**src/rtl/spi_sclk_gen.sv**
```systemverilog
// Master-mode SPI serial clock generator: divides PCLK by a latched baud divisor,
// drives SCLK with the latched CPOL/CPHA and strobes the shift/sample edges.
module spi_sclk_gen #(
    parameter int unsigned DATA_BITS = 8,
    parameter int unsigned PRE_W     = 3,
    parameter int unsigned RATE_W    = 3
) (
    input  logic                              PCLK,
    input  logic                              PRESETn,
    input  logic                              mstr,
    input  logic                              spi_busy,
    input  logic                              cpol,
    input  logic                              cpha,
    input  logic [PRE_W-1:0]                  sppr,
    input  logic [RATE_W-1:0]                 spr,
    output logic                              sclk,
    output logic                              shift_event,
    output logic                              sample_event,
    output logic [$clog2(2*DATA_BITS):0]      edge_count
);

    localparam int unsigned EDGES = 2 * DATA_BITS;
    localparam int unsigned EC_W  = $clog2(EDGES) + 1;
    // Largest half period is 2^PRE_W << (2^RATE_W - 1), which fits in this width.
    localparam int unsigned CNT_W = PRE_W + (1 << RATE_W);

    logic              active_c;
    logic              start_c;
    logic [CNT_W-1:0]  half_m1_c;

    logic              active_q,  active_d;
    logic              sclk_q,    sclk_d;
    logic              shift_q,   shift_d;
    logic              sample_q,  sample_d;
    logic [EC_W-1:0]   ec_q,      ec_d;
    logic [CNT_W-1:0]  cnt_q,     cnt_d;
    logic              cpol_l_q,  cpol_l_d;
    logic              cpha_l_q,  cpha_l_d;
    logic [PRE_W-1:0]  sppr_l_q,  sppr_l_d;
    logic [RATE_W-1:0] spr_l_q,   spr_l_d;

    assign active_c  = mstr & spi_busy;
    assign start_c   = active_c & ~active_q;
    assign half_m1_c = CNT_W'((CNT_W'(sppr_l_q) + CNT_W'(1)) << spr_l_q) - CNT_W'(1);

    // Next-state: idle/abort, start-of-transfer latch, or divided edge generation.
    always_comb begin
        active_d = active_c;
        sclk_d   = sclk_q;
        shift_d  = 1'b0;
        sample_d = 1'b0;
        ec_d     = ec_q;
        cnt_d    = cnt_q;
        cpol_l_d = cpol_l_q;
        cpha_l_d = cpha_l_q;
        sppr_l_d = sppr_l_q;
        spr_l_d  = spr_l_q;

        if (!active_c) begin
            sclk_d = cpol;
            cnt_d  = '0;
        end else if (start_c) begin
            cpol_l_d = cpol;
            cpha_l_d = cpha;
            sppr_l_d = sppr;
            spr_l_d  = spr;
            sclk_d   = cpol;
            cnt_d    = '0;
            ec_d     = '0;
        end else if (ec_q < EC_W'(EDGES)) begin
            if (cnt_q == half_m1_c) begin
                cnt_d  = '0;
                sclk_d = ~sclk_q;
                ec_d   = ec_q + EC_W'(1);
                // Even count before the edge means this is a leading (odd) edge.
                if (ec_q[0] == 1'b0) begin
                    shift_d  = cpha_l_q;
                    sample_d = ~cpha_l_q;
                end else begin
                    shift_d  = ~cpha_l_q;
                    sample_d = cpha_l_q;
                end
            end else begin
                cnt_d = cnt_q + CNT_W'(1);
            end
        end
    end

    always_ff @(posedge PCLK or negedge PRESETn) begin
        if (!PRESETn) begin
            active_q <= 1'b0;
            sclk_q   <= 1'b0;
            shift_q  <= 1'b0;
            sample_q <= 1'b0;
            ec_q     <= '0;
            cnt_q    <= '0;
            cpol_l_q <= 1'b0;
            cpha_l_q <= 1'b0;
            sppr_l_q <= '0;
            spr_l_q  <= '0;
        end else begin
            active_q <= active_d;
            sclk_q   <= sclk_d;
            shift_q  <= shift_d;
            sample_q <= sample_d;
            ec_q     <= ec_d;
            cnt_q    <= cnt_d;
            cpol_l_q <= cpol_l_d;
            cpha_l_q <= cpha_l_d;
            sppr_l_q <= sppr_l_d;
            spr_l_q  <= spr_l_d;
        end
    end

    assign sclk         = sclk_q;
    assign shift_event  = shift_q;
    assign sample_event = sample_q;
    assign edge_count   = ec_q;

endmodule

```
**config.mk**
```make
export PLATFORM = sky130hd
export DESIGN_NAME = spi_sclk_gen
export DESIGN_NICKNAME = d
export VERILOG_FILES = /design/src/rtl/spi_sclk_gen.sv
export SDC_FILE = /design/constraint.sdc
export NUM_CORES = 1
export LEC_CHECK = 0
export ABC_CLOCK_PERIOD_IN_PS = 4800
export BUFFER_PORTS_ARGS = -buffer_cell sky130_fd_sc_hd__buf_4
export CAP_MARGIN = 40
export CORE_AREA = 2 2 70 72
export CTS_BUF_LIST = sky130_fd_sc_hd__clkbuf_16
export CTS_CLUSTER_DIAMETER = 40
export CTS_CLUSTER_SIZE = 14
export DETAILED_ROUTE_END_ITERATION = 8
export DIE_AREA = 0 0 72 74
export GPL_ROUTABILITY_DRIVEN = 0
export PLACE_DENSITY = 0.67
export SYNTH_ARGS = -nofsm -noshare
export SYNTH_HDL_FRONTEND = slang
export SYNTH_SLANG_ARGS = --single-unit
```
**constraint.sdc**
```tcl
create_clock -name PCLK -period 4.8 [get_ports PCLK]
set_input_delay 0.24 -clock PCLK [delete_from_list [all_inputs] [get_ports PCLK]]
set_output_delay 0.24 -clock PCLK [all_outputs]
set_load 0.03 [all_outputs]
```
Word-level counts from Yosys, hierarchy flattened
Index checks and enable logic that the tools add are counted.
{ "word_totals": {"register_bits": 27, "latchBits": 0, "mem_bits_rw": 0, "mem_bits_ro": 0, "input_bits": 12, "output_inout_bits": 8, "word_cells": 49, "memories": 0} }
{ "op_classes": {"add_sub_neg": 4, "multipliers": 0, "div": 0, "n_lt_le_gt_ge": 1, "n_eq_ne": 3, "shifts": 1, "mux": 21, "n_bitwise": 5, "reduce_logical": 5} }
{ "ops": {"columns": ["op", "n"], "rows": [
  ["11-bit two-way mux", 4],
  ["5-bit two-way mux", 3],
  ["1-bit two-way mux", 14],
  ["11-bit by 1-bit adder with 11-bit output, second input constant", 1],
  ["11-bit equality test", 1],
  ["4-bit by 3-bit left shift with 11-bit output", 1],
  ["11-bit by 1-bit subtractor with 11-bit output, second input constant", 1],
  ["3-bit by 1-bit != test with 1-bit output, second input constant", 2],
  ["5-bit by 1-bit adder with 5-bit output, second input constant", 1],
  ["5-bit < comparator, second input constant", 1],
  ["3-bit by 1-bit adder with 4-bit output, second input constant", 1],
  ["2-bit AND reduction", 2],
  ["2-bit nonzero test", 2],
  ["1-bit NOT", 3],
  ["3-bit AND reduction", 1],
  ["1-bit AND", 2]
]} }

Logic depth before layout (Yosys ltp)
{ "logic_depth": {"word_depth": 8, "mapped_depth": 14, "ltp_nobuf": 12} }

Least setup slack after synthesis
No wires, ideal clock.
{ "synth_path": {"path_type": "flip-flop to flip-flop", "startpoint": "register sppr_l_q[1]", "endpoint": "register ec_q[3], in the netlist edge_count[3]", "setup_time_ps": 126, "arrival_time_ps": 2851, "required_time_ps": 4674, "setup_slack_ps": 1823, "stages_incl_launch_ff": 14, "path_buffers": 1, "period_less_slack_ps": 2977, "cell_sequence": "dfrtp_1 -> ha_1 -> buf_2 -> o21ai_0 -> nand2b_1 -> ha_1 -> xnor2_1 -> nor4_1 -> mux2_1 -> a311o_1 -> o211ai_2 -> nor3_2 -> and3_1 -> a221o_1"} }
{ "synth_via": {"elab_chain_cells": 6} }
{ "synth_rtl": {"columns": ["element", "line", "text"], "rows": [
  ["start, declared", "39", "logic [PRE_W-1:0] sppr_l_q, sppr_l_d;"],
  ["start signal, assigned", "110", "sppr_l_q <= sppr_l_d;"],
  ["3-bit by 1-bit adder with 4-bit output", "44", "assign half_m1_c = CNT_W'((CNT_W'(sppr_l_q) + CNT_W'(1)) << spr_l_q) - CNT_W'(1);"],
  ["4-bit by 3-bit left shift with 11-bit output", "44", null],
  ["11-bit by 1-bit subtractor with 11-bit output", "44", null],
  ["11-bit equality test", "71", "if (cnt_q == half_m1_c) begin"],
  ["2-bit nonzero test (no line)", null, null],
  ["3-bit AND reduction (no line)", null, null],
  ["end signal, assigned", "95", "ec_q <= '0;"],
  ["end signal, assigned", "106", "ec_q <= ec_d;"],
  ["end, declared", "35", "logic [EC_W-1:0] ec_q, ec_d;"]
]} }
Every way passes these cells.
A chain may end at the register's enable or synchronous reset.

Worst setup path in the final report
{ "layout_path": {"startpoint": "register sppr_l_q[0]", "endpoint": "register cnt_q[10]"} }
{ "layout_via": {"elab_chain_cells": 8} }
{ "layout_rtl": {"columns": ["element", "line", "text"], "rows": [
  ["3-bit by 1-bit adder with 4-bit output", "44", null],
  ["4-bit by 3-bit left shift with 11-bit output", "44", null],
  ["11-bit by 1-bit subtractor with 11-bit output", "44", null],
  ["11-bit equality test", "71", null],
  ["11-bit two-way mux", "71", null],
  ["11-bit two-way mux", "70", "end else if (ec_q < EC_W'(EDGES)) begin"],
  ["11-bit two-way mux", "62", "end else if (start_c) begin"],
  ["11-bit two-way mux", "59", "if (!active_c) begin"],
  ["end signal, assigned", "107", "cnt_q <= cnt_d;"],
  ["end, declared", "36", "logic [CNT_W-1:0] cnt_q, cnt_d;"]
]} }
Every way passes these cells. The select of a mux whose other input is x is not followed.

==> run summary <==
# diodes: 0
CTS tree: built
Final Cell Area: 0.00238 mm^2
final non-filler cell total: 309
status: completed
core area: 0.00460 mm^2
DR vias: 1847
total CTS buffers: 3
GRT overflow: 0
Bufs on Longest Clock Path: 2
drt initial violations: 229
synthesized area per cell: 8.92 um^2
Final Slew Violations: 0
Hold Startpoint: sppr[0]
yosys warns: 0
nets: 272
clock transition at the registers of the reported paths: 0.07 ns
Hold WC Path Type: in2reg
syn_nets: 261
r2r worst-path depth: 10
port bufs: 19
RSZ-0062 raised after global routing: false
reg-to-reg endpoint: cnt_q[10]
Commonest cells post-synth: dfrtp_1 (27), nand2_1 (26), nor2_1 (21), nand3_1 (16), o21ai_0 (11)
Peak Freq: 0.275 GHz
DRC errors left: 0
Worst Path Max Fanout: 15
Post-synth EDFFs: 0
GRT Util Overall: 20.8%
initial antenna violation count: 0
slew margin rel.: 46.7%
Worst EP required: 4.94 ns
post-CTS sizing: 0
number of placement rows: 25
CTS Root Cell: clkbuf_16
Worst Hold Depth: 3
Netlist cell types: 72
# setup viols final: 0
Hold Vio Cnt, Final: 0
cts hold-fix bufs: 1
H-tree levels: 1
worst vdd ir: 0.128 mV
cell area after synthesis: 0.00218 mm^2
Clock Sinks: 27
max-cap viol count: 0
post-synth top area share: 30.9%
Worst setup EP type: register
Top Ports: 20
Die W: 72 um
Async S/R FF share, synth: 100%
vias per cell: 5.98
Synth area leaders: dfrtp_1 (31%), nand2_1 (4.5%), xnor2_1 (4.0%), nand3_1 (3.7%), nor2_1 (3.6%)
die height: 74 um
sequential-to-total area share from yosys stat: 30.9%
Total Power: 0.000774 W
Synth-to-Final Area Change: 9.11%
Setup Buffers After CTS: 0
Setup Skew: 0.00323 ns
largest net degree at the start of global routing: 28
setup TNS: 0 ns
Tmin final: 3.64 ns
arrival time worst endpoint: 3.77 ns
die area: 0.00533 mm^2
Post-Synthesis Cells: 245
clk_lat worst skew: 0.26 ns
P per Cell Area: 325 mW/mm^2
fillers: 429
vias in the first global route: 1851
layout cells sized above 1: 18.0%
top cell type by total area after synthesis: dfrtp_1
placed cell area: 0.00229 mm^2
final worst-path cycle share: 75.7%
placed cells: 304
antenna-violating nets left: 0
worst reg2reg startpoint: sppr_l_q[0]
final wirelength: 4800 um
Avg WL per Cell: 15.5 um
drt first pass iters: 4
flop-to-flop setup slack: 1.16 ns
first-pass GRT wire length: 8750 um
critical path launch point type: register
Initial Util: 47.5%
end-of-flow core utilization: 51.8%
LEAKAGE: 0.984 nW
Post-DP HPWL: 3560 um
Crit Path Category: reg2reg
WHS Endpoint: sppr_l_q[0]
most frequent cell after synthesis: dfrtp_1
ys flop type: dfrtp_1
flops & latches, synth: 27
measured slew at the worst slew-check pin: 0.799 ns
-- state kept, by name, summed over array words and instances, names as in the netlist --
register	flops
active_q	1
cnt_q	11
shift_event	1
cpha_l_q	1
spr_l_q	3
sample_event	1
sclk	1
sppr_l_q	3
edge_count	5
-- through the flow --
stage	hold slack (ns)	worst slack (ns)
floorplan	-0.0556	1.82
global placement	0.179	1.30
detailed placement	0.180	1.21
CTS	0.176	1.19
global route	0.191	0.906
finish	0.178	1.16
-- area by class of cell --
type                       count  area (um^2)  share of cell area, %
inverter                       8         32.5                   1.36
tap                           54         67.6                   2.83
clock inverter                 1         5.00                  0.210
timing repair buffer          20          153                   6.40
sequential                    27          676                   28.3
multi-input combinational    196         1380                   57.7
clock buffer                   3         75.1                   3.15
-- cells by family (layout without fill, tap and decap cells) --
family	Yosys count	in the layout	share of synthesized area, %
AO/OA/AOI/OAI	55	55	20.3
XOR/XNOR	19	19	8.59
adder cells (fa/ha/maj)	4	4	2.29
buffers and inverters	22	32	6.13
flip-flops	27	27	30.9
multiplexers	10	10	4.98
AND/OR/NAND/NOR	108	108	26.7
-- per-layer routing --
metal	global-route usage [%]	routed length, um
met5	0	0
met3	2.03	178
met1	28.8	2200
met4	5.66	51
met2	35.2	2370
-- worst max-delay path, stage by stage, from the launching register on --
cell,delay [ns]
dfrtp_1,0.47
ha_1,0.29
xor2_2,0.62
o221ai_2,0.27
o221a_2,0.36
nand3_2,0.11
mux2_2,0.34
o211a_1,0.25
nor4_4,0.38
or2_1,0.34
nor2_1,0.09
-- placed cells by master, fill, tap and decap left out, types with 3 or more instances in the layout --
master	instances
o211ai_1	3
or3_1	3
xor2_1	7
nand2_1	26
inv_1	7
buf_4	19
and3_1	6
nor2_1	21
ha_1	4
xnor2_1	10
mux2_2	6
a31oi_1	3
a21oi_1	4
nor3b_1	4
nand4_1	3
mux2i_1	3
dfrtp_1	27
nand2b_1	8
nand3_1	16
clkbuf_16	3
nor3_1	6
o21ai_0	11
-- worst max-delay path by stage --
stage | slack, ns | endpoint | startpoint
final | 1.16 | cnt_q[10] | sppr_l_q[0]
after CTS | 1.19 | cnt_q[10] | sppr_l_q[0]
after global routing | 0.91 | cnt_q[5] | sppr_l_q[0]
after detailed placement | 1.21 | cnt_q[5] | sppr_l_q[0]
after floorplan | 1.82 | edge_count[3] | sppr_l_q[1]
after global placement | 1.30 | cnt_q[3] | sppr_l_q[0]
-- power breakdown --
part | total [W] | switching (W) | internal [W]
registers | 0.000282 | 0.0000417 | 0.000240
logic | 0.000305 | 0.000168 | 0.000137
clock network | 0.000187 | 0.0000744 | 0.000112
total | 0.000774 | 0.000284 | 0.000489
Power figures use the tool's default switching activity.
